$ cat src/rtl/ctrl_banco_jk_pkg.sv
// Shared definitions for the JK register-bank sequencer: op-codes, FSM states
// and the op legality test.
package ctrl_banco_jk_pkg;

  localparam logic [2:0] OP_LOAD = 3'd0;
  localparam logic [2:0] OP_INC  = 3'd1;
  localparam logic [2:0] OP_DEC  = 3'd2;
  localparam logic [2:0] OP_SHL  = 3'd3;
  localparam logic [2:0] OP_CLR  = 3'd4;
  localparam logic [2:0] OP_SET  = 3'd5;

  typedef enum logic [1:0] {
    ST_IDLE  = 2'd0,
    ST_APPLY = 2'd1,
    ST_CHECK = 2'd2,
    ST_DONE  = 2'd3
  } state_t;

  function automatic logic is_legal(input logic [2:0] op);
    return op <= OP_SET;
  endfunction

  // Only the counting/shifting ops honour the repetition count.
  function automatic logic is_repeat(input logic [2:0] op);
    return (op == OP_INC) || (op == OP_DEC) || (op == OP_SHL);
  endfunction

endpackage

$ cat src/rtl/ctrl_banco_jk_exc_jk.sv
// Per-bit JK excitation: drive J where a bit must rise, K where it must fall,
// and leave bits that already match untouched (never toggle).
module exc_jk #(
  parameter int WIDTH = 4
) (
  input  logic [WIDTH-1:0] q,
  input  logic [WIDTH-1:0] tgt,
  output logic [WIDTH-1:0] j,
  output logic [WIDTH-1:0] k
);

  assign j = tgt & ~q;
  assign k = ~tgt & q;

endmodule

$ cat src/rtl/ctrl_banco_jk.sv
// Command sequencer for a JK flip-flop bank: accepts one command over
// cmd_valid/cmd_ready, steps the bank APPLY/CHECK per step and flags mismatches.
module ctrl_banco_jk
  import ctrl_banco_jk_pkg::*;
#(
  parameter int WIDTH = 4,
  parameter int REP_W = 4
) (
  input  logic             clk,
  input  logic             clr,
  input  logic             cmd_valid,
  output logic             cmd_ready,
  input  logic [2:0]       cmd_op,
  input  logic [WIDTH-1:0] cmd_data,
  input  logic [REP_W-1:0] cmd_rep,
  input  logic [WIDTH-1:0] q_bank,
  output logic [WIDTH-1:0] j_bank,
  output logic [WIDTH-1:0] k_bank,
  output logic             pr_bank,
  output logic             clr_bank,
  output logic             busy,
  output logic             done,
  output logic             erro,
  output state_t           dbg_state
);

  // Handshake: a command transfers on a rising edge where cmd_valid and
  // cmd_ready are both 1; cmd_ready is low from accept through DONE, and a
  // command offered meanwhile is dropped, not queued.

  localparam logic [WIDTH-1:0] ONE = WIDTH'(1);

  state_t           state;
  logic [2:0]       op_r;
  logic [WIDTH-1:0] data_r;
  logic [REP_W-1:0] rem;
  logic [WIDTH-1:0] tgt;

  logic [2:0]       op_sel;
  logic [WIDTH-1:0] data_sel;
  logic [WIDTH-1:0] tgt_calc;
  logic [WIDTH-1:0] j_calc;
  logic [WIDTH-1:0] k_calc;

  function automatic logic [WIDTH-1:0] target(input logic [2:0] op,
                                              input logic [WIDTH-1:0] q,
                                              input logic [WIDTH-1:0] d);
    case (op)
      OP_LOAD: return d;
      OP_INC:  return q + ONE;
      OP_DEC:  return q - ONE;
      OP_SHL:  return {q[WIDTH-2:0], d[0]};
      OP_SET:  return '1;
      default: return '0;
    endcase
  endfunction

  // In IDLE the target comes from the offered command; later steps reuse the
  // latched command but always start from the bank's actual Q.
  assign op_sel   = (state == ST_IDLE) ? cmd_op   : op_r;
  assign data_sel = (state == ST_IDLE) ? cmd_data : data_r;
  assign tgt_calc = target(op_sel, q_bank, data_sel);

  exc_jk #(.WIDTH(WIDTH)) u_exc (
    .q   (q_bank),
    .tgt (tgt_calc),
    .j   (j_calc),
    .k   (k_calc)
  );

  assign dbg_state = state;

  always_ff @(posedge clk) begin
    if (clr) begin
      state     <= ST_IDLE;
      cmd_ready <= 1'b1;
      busy      <= 1'b0;
      done      <= 1'b0;
      erro      <= 1'b0;
      j_bank    <= '0;
      k_bank    <= '0;
      pr_bank   <= 1'b0;
      clr_bank  <= 1'b0;
      rem       <= '0;
      op_r      <= OP_LOAD;
      data_r    <= '0;
      tgt       <= '0;
    end else begin
      j_bank   <= '0;
      k_bank   <= '0;
      pr_bank  <= 1'b0;
      clr_bank <= 1'b0;
      done     <= 1'b0;
      case (state)
        ST_IDLE: begin
          if (cmd_valid && cmd_ready) begin
            op_r      <= cmd_op;
            data_r    <= cmd_data;
            rem       <= is_repeat(cmd_op) ? cmd_rep : '0;
            busy      <= 1'b1;
            cmd_ready <= 1'b0;
            tgt       <= tgt_calc;
            if (!is_legal(cmd_op)) begin
              state <= ST_DONE;
              done  <= 1'b1;
              erro  <= 1'b1;
            end else begin
              state <= ST_APPLY;
              erro  <= 1'b0;
              if (cmd_op == OP_CLR) begin
                clr_bank <= 1'b1;
              end else if (cmd_op == OP_SET) begin
                pr_bank <= 1'b1;
              end else begin
                j_bank <= j_calc;
                k_bank <= k_calc;
              end
            end
          end
        end
        ST_APPLY: begin
          state <= ST_CHECK;
        end
        ST_CHECK: begin
          if (q_bank != tgt) erro <= 1'b1;
          // Only INC/DEC/SHL can have steps left, so J/K is always right here.
          if (rem != '0) begin
            rem    <= rem - REP_W'(1);
            tgt    <= tgt_calc;
            j_bank <= j_calc;
            k_bank <= k_calc;
            state  <= ST_APPLY;
          end else begin
            done  <= 1'b1;
            state <= ST_DONE;
          end
        end
        ST_DONE: begin
          busy      <= 1'b0;
          cmd_ready <= 1'b1;
          state     <= ST_IDLE;
        end
        default: state <= ST_IDLE;
      endcase
    end
  end

endmodule
$ cat config.mk
export PLATFORM = sky130hd
export DESIGN_NAME = ctrl_banco_jk
export DESIGN_NICKNAME = d
export VERILOG_FILES = /design/src/rtl/ctrl_banco_jk_pkg.sv /design/src/rtl/ctrl_banco_jk_exc_jk.sv /design/src/rtl/ctrl_banco_jk.sv
export SDC_FILE = /design/constraint.sdc
export NUM_CORES = 1
export LEC_CHECK = 0
export ABC_AREA = 0
export BUFFER_PORTS_ARGS = -buffer_cell sky130_fd_sc_hd__buf_2
export CAP_MARGIN = 30
export CORE_MARGIN = 4
export CORE_UTILIZATION = 49
export CTS_CLUSTER_SIZE = 8
export DETAILED_ROUTE_END_ITERATION = 16
export PLACE_DENSITY = 0.75
export SLEW_MARGIN = 20
export SYNTH_ARGS = -nofsm -noshare
export SYNTH_HDL_FRONTEND = slang
export SYNTH_HIERARCHICAL = 1
export SYNTH_SLANG_ARGS = --single-unit
export TNS_END_PERCENT = 100
$ cat constraint.sdc
create_clock -name clk -period 3.07 [get_ports clk]
set_input_delay 0.307 -clock clk [delete_from_list [all_inputs] [get_ports clk]]
set_output_delay 0.307 -clock clk [all_outputs]
set_load 0.02 [all_outputs]
==> flow_summary.yaml <==
yosys:
  netlist.area_leader.share: 0.363
  ys_seq_area_frac: 0.363
  synth_edf_count: 0
  synth_nets: 223
  synth.distinct_cells: 48
  synthCells: 201
  async_flop_share: 0
  yosys.area.top_type: "dfxtp_1"
  synth.ff_latch_count: 31
  yosys-top-cells-area: "dfxtp_1, a21oi_1, nor2_1"
  synth_area_um2: 1710
  ys_top_cells_by_count: "dfxtp_1, nor2_1, nand2_1, a21oi_1"
  synth_most_common_cell: "dfxtp_1"
  yosys_warnings: 6
  ys.flop_type: "dfxtp_1"
  syn_area_per_cell_um2: 8.51
global_routing:
  grt_pass1_vias: 1412
  grt_max_degree: 24
  global_route.usage.total: 0.192
  grt_pass1_wl_um: 6450
  grt_antenna_before_repair: 0
  gr-total-overflow: 0
cts:
  clk_latency_ns: 0.33
  cts_buffer_depth: 2
  clock-sinks: 31
  htree_levels: 2
  cts_tree: "yes"
  cts.hold.buffers_added: 0
  postCtsSetupBuffers: 0
  root_buffer: "clkbuf_4"
  clk_pin_slew_ns: 0.09
  cts_made_buffers: 5
  cts_resized: 0
critical_path:
  startpoint: "dbg_state[1]"
  arrival_ns: 3.06
  cp_cell_sequence: "nor2_4, mux2i_1, nor2_1, ha_1, a21o_1, a21oi_1, xor2_1, mux2_2, a2bb2oi_1, and2b_2, and2_1"
  required_ns: 3.31
  crit_fanout: 7
  start_kind: "flip-flop"
  worst-setup-path-type: "reg2reg"
  cp_num_buf_inv: 0
  reg2reg_from: "dbg_state[1]"
  cp_top_family: "multiplexers"
  critPathCaptureType: "flip-flop"
  slowest_stage: "dfxtp_1"
  cpPeakStageDelay_ns: 0.39
finish:
  nets: 258
  drive_gt1_frac: 0.253
  fillers: 336
  seq_area_um2: 621
  multi_input_area_um2: 1010
  final_cell_area_um2: 1990
  diodes: 0
  syn_to_final_growth_pct: 16.1
routing:
  wirelength_um: 3840
  dr.pass1.iters: 4
  wl_per_cell_um: 13.6
  vias_per_cell: 5.54
  postRouteAntennaNets: 0
  drcViolationCount: 0
  drtIter0Drc: 97
  via_count: 1569
die:
  die-area_um2: 4500
  rows: 21
  ios: 34
  fp.coreArea_um2: 3360
  die_w_um: 67.1
  die_h_um: 67.1
  start_util: 0.509
sta:
  timing.final.crit_period_ns: 2.82
  fin_worst_skew_ns: 0.00372
  tightest_slew_ns: 0.500
  max_freq_mhz: 354
  slew-limit-headroom: 0.666
  final-hold-violation-count: 0
  setup-tns-final_ns: 0
  finalSetupViolations: 0
  min_period_over_period: 0.919
  rsz0062_at_grt: "no"
  drv_slew: 0
  fin_hold_ws_ns: 0.213
pwr:
  sw_frac_of_total: 0.348
  vdd_drop_max_mv: 0.300
  p_sw_mw: 0.403
  combPwrFrac: 0.349
  leakage_nw: 0.879
  power.density_nw_per_um2: 584
  clock_power_share: 0.236
  power.internal_mw: 0.756
  p_seq_frac: 0.415
placed_design:
  gp_congestion: 0.890
  io_buffers: 33
  hpwl_um: 2780
  place_area_um2: 1920
worst_hold_path:
  hp-start: "cmd_data[1]"
  hp-class: "in2reg"
job:
  drv_cap: 0
run_status:
  status: "complete, no violations"
registers in the layout, indices dropped and copies added, names as in the netlist:
| name | count |
|---|---|
| pr_bank | 1 |
| j_bank | 4 |
| erro | 1 |
| clr_bank | 1 |
| done | 1 |
| rem | 4 |
| k_bank | 4 |
| data_r | 4 |
| tgt | 4 |
| dbg_state | 2 |
| cmd_ready | 1 |
| op_r | 3 |
| busy | 1 |
power groups by stage:
| stage | sequential (mW) | clock, mW | combinational, mW |
|---|---|---|---|
| final | 0.481 | 0.273 | 0.404 |
| after floorplan | 0.499 | 0 | 0.293 |
| after CTS | 0.480 | 0.278 | 0.404 |
| after detailed placement | 0.489 | 0 | 0.401 |
| after global placement | 0.487 | 0 | 0.395 |
| after global routing | 0.487 | 0.291 | 0.456 |
placed cells by master (no fill, tap or decap), types with 6 or more instances in the layout:
cell     synthesis  layout
a21oi_1         15      15
and2_1           8       8
and2b_2          8       8
buf_2            1      33
dfxtp_1         31      31
inv_1            6       6
nand2_1         18      18
nor2_1          20      20
nor3_1           8       8
xor2_1           7       7
path summary, 6_finish.rpt:
kind,to,slack [ns],cells after the start
hold reg to reg,data_r[1],0.46,2
setup reg to reg,j_bank[3],0.25,11
hold / removal,data_r[1],0.21,3
setup / recovery,j_bank[3],0.25,11
final cells by class:
| type | instances | share of cell area |
|---|---|---|
| Clock buffer | 8 | 0.0347 |
| Inverter | 6 | 0.0113 |
| Multi-Input combinational cell | 154 | 0.510 |
| Sequential cell | 31 | 0.313 |
| Tap cell | 46 | 0.0290 |
| Timing Repair Buffer | 38 | 0.102 |
worst min-delay path: stages:
cell and delay, ns:
buf_2 0.10, nand2_1 0.05, a21oi_1 0.05
layer usage:
| metal | vias up | GRT usage | part of all wire |
|---|---|---|---|
| met1 | 725 | 0.240 | 0.45 |
| li1 | 782 | - | - |
| met4 | 0 | 0.106 | 0.027 |
| met3 | 12 | 0.0422 | 0.051 |
| met5 | - | 0 | 0 |
| met2 | 50 | 0.301 | 0.47 |
through the flow:
| stage | total power, mW | util | std cells | setup slack [ns] |
|---|---|---|---|---|
| floorplan | 0.792 | - | 201 | 0.0848 |
| global placement | 0.883 | 0.570 | 275 | 0.292 |
| detailed placement | 0.890 | 0.570 | 275 | 0.226 |
| CTS | 1.16 | 0.590 | 283 | 0.243 |
| global route | 1.23 | 0.590 | 283 | 0.0704 |
| finish | 1.16 | 0.590 | 283 | 0.249 |
kinds of logic after synthesis:
family | count (synthesis) | share of synthesized area
flops | 31 | 0.363
simple gates | 80 | 0.257
buf+inv | 16 | 0.0446
xor+xnor | 10 | 0.0512
mux | 6 | 0.0358
compound gates | 54 | 0.215
fa+ha+maj | 4 | 0.0337
Note: power is estimated with default switching activity, not from simulation.
